--- src/rtl/digit_mux.sv ---
// digit_mux
// Two-digit time multiplexer for a dual seven-segment display.
// Keeps a two-key history (newest on the right). Lights the right digit,
// then a blank gap, then the left digit, then another blank gap, and repeats.
// During each blank gap, s already carries the nibble for the next digit so
// the decoder output is settled before that digit is enabled.
//
// Ports:
//   clk        system clock, rising edge
//   reset      synchronous, active-high reset
//   key_valid  one-cycle strobe; key carries a new hex code
//   key        hex key code
//   s          nibble to the hex-to-seven-segment decoder
//   an         active-low digit enables; an[0] = right (newest), an[1] = left
//   digits     stored history {left, right}
module digit_mux #(
    parameter int REFRESH_CYCLES = 24000,
    parameter int BLANK_CYCLES   = 64
) (
    input  logic       clk,
    input  logic       reset,
    input  logic       key_valid,
    input  logic [3:0] key,
    output logic [3:0] s,
    output logic [1:0] an,
    output logic [7:0] digits
);

    localparam int MAX_RB = (REFRESH_CYCLES > BLANK_CYCLES) ? REFRESH_CYCLES : BLANK_CYCLES;
    localparam int MAX_C  = (MAX_RB > 2) ? MAX_RB : 2;
    localparam int CW     = $clog2(MAX_C);

    localparam logic [CW-1:0] R_LAST    = CW'(REFRESH_CYCLES - 1);
    // B_LAST is never used when the blank phases are disabled; clamp to avoid
    // a negative constant.
    localparam logic [CW-1:0] B_LAST    = CW'((BLANK_CYCLES > 0) ? BLANK_CYCLES - 1 : 0);
    localparam logic          HAS_BLANK = (BLANK_CYCLES > 0);

    typedef enum logic [1:0] {
        SHOW_R   = 2'd0,
        BLANK_RL = 2'd1,
        SHOW_L   = 2'd2,
        BLANK_LR = 2'd3
    } state_t;

    state_t        state;
    logic [CW-1:0] cnt;
    logic [3:0]    left;
    logic [3:0]    right;

    always_ff @(posedge clk) begin
        if (reset) begin
            state <= SHOW_R;
            cnt   <= '0;
            left  <= 4'h0;
            right <= 4'h0;
        end else begin
            // Key capture runs alongside the refresh FSM and never touches it.
            if (key_valid) begin
                left  <= right;
                right <= key;
            end

            case (state)
                SHOW_R: begin
                    if (cnt == R_LAST) begin
                        cnt   <= '0;
                        state <= HAS_BLANK ? BLANK_RL : SHOW_L;
                    end else begin
                        cnt <= cnt + 1'b1;
                    end
                end
                BLANK_RL: begin
                    if (cnt == B_LAST) begin
                        cnt   <= '0;
                        state <= SHOW_L;
                    end else begin
                        cnt <= cnt + 1'b1;
                    end
                end
                SHOW_L: begin
                    if (cnt == R_LAST) begin
                        cnt   <= '0;
                        state <= HAS_BLANK ? BLANK_LR : SHOW_R;
                    end else begin
                        cnt <= cnt + 1'b1;
                    end
                end
                BLANK_LR: begin
                    if (cnt == B_LAST) begin
                        cnt   <= '0;
                        state <= SHOW_R;
                    end else begin
                        cnt <= cnt + 1'b1;
                    end
                end
                default: begin
                    cnt   <= '0;
                    state <= SHOW_R;
                end
            endcase
        end
    end

    // Output decode from registered state only; at most one enable is ever low.
    always_comb begin
        an = 2'b11;
        s  = right;
        case (state)
            SHOW_R:   begin an = 2'b10; s = right; end
            BLANK_RL: begin an = 2'b11; s = left;  end
            SHOW_L:   begin an = 2'b01; s = left;  end
            BLANK_LR: begin an = 2'b11; s = right; end
            default:  begin an = 2'b11; s = right; end
        endcase
    end

    assign digits = {left, right};

endmodule

--- config.mk ---
export PLATFORM = sky130hd
export DESIGN_NAME = digit_mux
export DESIGN_NICKNAME = d
export VERILOG_FILES = /design/src/rtl/digit_mux.sv
export SDC_FILE = /design/constraint.sdc
export NUM_CORES = 1
export LEC_CHECK = 0
export BUFFER_PORTS_ARGS = -buffer_cell sky130_fd_sc_hd__buf_2
export CAP_MARGIN = 0
export CORE_ASPECT_RATIO = 1.4
export CORE_UTILIZATION = 55
export DETAILED_ROUTE_END_ITERATION = 16
export HOLD_SLACK_MARGIN = 0.03
export PLACE_DENSITY = 0.78
export SETUP_SLACK_MARGIN = 0.2
export SYNTH_ARGS = -nofsm -noshare
export SYNTH_HDL_FRONTEND = slang
export SYNTH_SLANG_ARGS = --single-unit
--- constraint.sdc ---
create_clock -name clk -period 4.2 [get_ports clk]
set_input_delay 0.21 -clock clk [delete_from_list [all_inputs] [get_ports clk]]
set_output_delay 0.21 -clock clk [all_outputs]
set_load 0.005 [all_outputs]
# After elaboration in Yosys (flattened, before gate mapping)
# Index checks and enable logic that the tools add are counted.
classes:
  n_addsub: 1
  eq_ne: 9
  n_mux: 10
  n_reduce_logical: 6
op_table:
  columns: ["op", "count"]
  rows:
  - ["two-way mux 15 bit", 2]
  - ["case mux 15 bit (2 select lines)", 1]
  - ["adder 15 x 1 -> 15 bit (second input constant)", 1]
  - ["== test 15 bit (second input constant)", 1]
  - ["== test 15 x 6 -> 1 bit (second input constant)", 1]
  - ["two-way mux 2 bit", 4]
  - ["!= test 2 bit (second input constant)", 4]
  - ["case mux 2 bit (4 select lines)", 1]
  - ["case mux 4 bit (2 select lines)", 1]
  - ["OR reduction 2 bit", 4]
  - ["case mux 2 bit (3 select lines)", 1]
  - ["== test 2 bit (second input constant)", 2]
  - ["AND reduction 4 bit", 1]
  - ["== test 2 x 1 -> 1 bit (second input constant)", 1]
  - ["zero test 2 bit", 1]
totals:
  ff_bits: 25
  in_bits: 7
  output_inout_bits: 14
  wordCells: 30

# Depth between registers and ports, before layout
logic_depth:
  depth_word: 3
  ltp_mapped: 7

# Worst setup path after synthesis
# OpenSTA, ideal clock, no wires.
synth_timing:
  kind: "reg-to-reg"
  startpoint: "register state[0]"
  endpoint: "register state[0]"
  setup_ps: 72
  arrival_ps: 1689
  required_ps: 4128
  slack_ps: 2440
  path_stages_with_launch: 7
  n_path_buf: 0
  period_less_slack_ps: 1760
  path_cell_list: "dfxtp_1 > inv_1 > ha_1 > or2_1 > or3_1 > a221oi_2 > mux2i_1"
synth_via:
  elab_chain_cells: 3
  word_cells_on_any_way: 10
  cone_classes: "eq/ne: 7; mux: 1; reduce/logical: 2"
synth_lines:
  columns: ["item", "line", "text"]
  rows:
  - ["start, declared", "46", "state_t state;"]
  - ["start signal, assigned", "68", "state <= HAS_BLANK ? BLANK_RL : SHOW_L;"]
  - ["start signal, assigned", "84", "state <= HAS_BLANK ? BLANK_LR : SHOW_R;"]
  - ["== test 2 x 1 -> 1 bit (tied with other cells)", "64", "case (state)"]
  - ["!= test 2 bit (no source line)", null, null]
  - ["AND reduction 4 bit (no source line)", null, null]
# Parallel ways exist; a longest one is shown, timed or not.
# A chain may end at the register's enable or synchronous reset.

# Worst setup path after layout
layout_timing:
  startpoint: "register state[0]"
  endpoint: "register state[1]"
# The elaborated chain is that of the path after synthesis.

==> metrics.txt <==
status complete, no violations; # setup viols final 0; CTS resizes 0; FMAX 0.5113 GHz; Peak VDD IR 0.0001977 V; XOR/XNOR Fraction of Synth Area 9.155%; reg2reg path depth 6; First-pass DRT Iterations 4; Worst Tran Pin Value 0.6913 ns; post-synthesis compound-gate area fraction 2.918%; DPL Wire Length 1592 um; final net count 162; post-route cell area 0.001366 mm2; Worst Path Required 4.45 ns; relative slew slack 53.91%; total power 0.3843 mW; Top FF cell, synth dfxtp_1; port bufs 20; largest net degree at the start of global routing 28; Cell Rows 20; CP Cell Sequence inv_1 > ha_1 > or2_1 > or3_1 > a221oi_2 > mux2i_1; Netlist Area Pre-Place 0.001244 mm2; I/O Pins 21; core area 0.002152 mm2; CTS root buf clkbuf_4; leakage power 0.5730 nW; vias 959; crit path DAT 2.20 ns; starting density of the core 57.79%; TritonCTS clock tree done; die span in y 58.27 um; syn nets 144; RePlAce Congestion 0.7821; setup bufs post-CTS 0; Post-Syn Instances 130; Post-synth EDFFs 0; DRT iter0 DRCs 20; CTS Buf Count 3; fillcell total 187; minimum clock period 1.956 ns; Post-Route WL 2183 um; Antenna Cells 0; crit path from state[0]$_SDFFE_PP0P_; Reg area 500.5 um2; Max Cap Viol 0; GRT Total Usage 18.73%; power density cells 281.3 mW/mm2; RSZ-0062 raised after global routing false; Async S/R FF share, synth 0%; hold path depth 3; Clock Skews 0.01163 ns; fraction of the mapped netlist area in adder cells 7.042%; worst skew pair latency 0.32 ns; fin crit share 46.56%; Worst Path Max Fanout 4; Commonest cells post-synth dfxtp_1, nor3_1, mux2i_1, nor2_1, xor2_1; Via density 5.675; Post-route DRC 0; top-area cell type share of the netlist area 40.24%; Die X-Extent 42.19 um; clk buf depth 2; mux cell area share after synthesis 11.67%; Setup crit end kind flip-flop; final hold violations 0; slowest library cell on the worst path dfxtp_1; yosys synthesis warning count 0; Post-Place Cells 165; most common cell in the netlist dfxtp_1; initial antenna violation count 0; RR Endpoint state[1]$_SDFFE_PP0P_; critical path type flip-flop to flip-flop; Mean Syn Cell Area 9.567 um2; main combinational cell family by area after synthesis simple AND/OR/NAND/NOR gates; # hold bufs at CTS 0; Worst Hold Launch key[2]; DR WL/cell 12.92 um; Seq cells post-synth 25; FF-to-FF Start state[0]$_SDFFE_PP0P_; non-filler cells, final 169; clock transition at the registers of the reported paths 0.14 ns; Routed Antenna Nets 0; area of placed instances 0.001336 mm2; vias in the first global route 866; area leader, netlist dfxtp_1; first-pass GRT wire length 3615 um; footprint of the multi-input gates 693.2 um2; GRT overflow 0; layout cells sized above 1 21.09%; Distinct cells, synth 30; Slew Limit Fails 0; Clock Sinks 25; top cells by area, synth dfxtp_1, mux2i_1, ha_1, xor2_1, nor3_1; hold-critical path endpoint right[2]$_SDFFE_PP0P_; die area 0.002458 mm2; Largest stage delay, worst path 0.41 ns; launching element type of the critical path flip-flop; class of the worst hold path input pin to flip-flop; Reg2Reg Setup Slack 2.24 ns; Synth-to-Final Area Change 9.859%; Simple-Gate Fraction of Synth Area 24.95%; H-tree levels 1; sequential area share after synthesis 40.24%; Total Negative Setup Slacks 0 ns
==> how the worst max path moves through the flow <==
stage	end	slack [ns]	cells after the start
2_1_floorplan	state[0]$_SDFFE_PP0P_	2.44	6
3_3_place_gp	state[1]$_SDFFE_PP0P_	2.40	6
3_5_place_dp	state[1]$_SDFFE_PP0P_	2.26	6
4_1_cts	state[1]$_SDFFE_PP0P_	2.23	6
5_1_grt	state[1]$_SDFFE_PP0P_	2.12	6
6_report	state[1]$_SDFFE_PP0P_	2.24	6
==> critical path, delay by kind of cell (launching register included) <==
family	cells	cell delay (ns)
compound gates	1	0.34
simple gates	2	0.58
flops	1	0.41
mux	1	0.23
fa+ha+maj	1	0.22
buf+inv	1	0.11
==> cells in the final DEF (no fill, tap or decap), drive strengths merged, types with 2 or more instances in the layout <==
cell type	n
buf	20
nand2b	3
xor2	10
and4	4
dfxtp	25
nand4	5
mux2i	10
nor2	10
xnor2	3
mux2	4
nor3	15
nand3	5
ha	7
and3	4
and2	2
nand2	3
inv	4
clkbuf	3
a21oi	2
==> area by class of cell <==
class                           count  share of cell area [%]
Clock inverter                      1                  0.5495
Multi-Input combinational cell     94                   50.73
Sequential cell                    25                   36.63
Timing Repair Buffer               20                   7.326
Tap cell                           22                   2.015
Inverter                            4                   1.099
Clock buffer                        3                   1.648
==> cell families after synthesis <==
| kind of cell | Yosys count |
|---|---|
| simple gates | 56 |
| buf+inv | 11 |
| fa+ha+maj | 7 |
| xor+xnor | 13 |
| compound gates | 4 |
| mux | 14 |
| flops | 25 |
==> state kept, by name, summed over array words and instances (netlist names) <==
register,cells
state,2
cnt,15
right,4
left,4
==> routing by layer <==
layer	GRT usage, %	routed length [um]	vias to the layer above
li1	-	-	487
met1	21.81	974	444
met2	34.29	1105	26
met3	2.804	85	2
met4	6.696	18	0
met5	0	0	-
==> report_power, final <==
group	internal, mW	switching, mW
clock network	0.0363	0.0710
logic	0.0146	0.0142
registers	0.243	0.00486
total	0.294	0.0901
==> stage by stage <==
step	util, %	worst slack [ns]	hold WS, ns
detailed placement	62.09	2.259	0.4573
global route	63.49	2.118	0.1125
CTS	63.49	2.227	0.1176
finish	63.49	2.244	0.1181
floorplan	-	2.440	0.3575
global placement	62.09	2.396	0.4341
(Power assumes the default switching activity.)
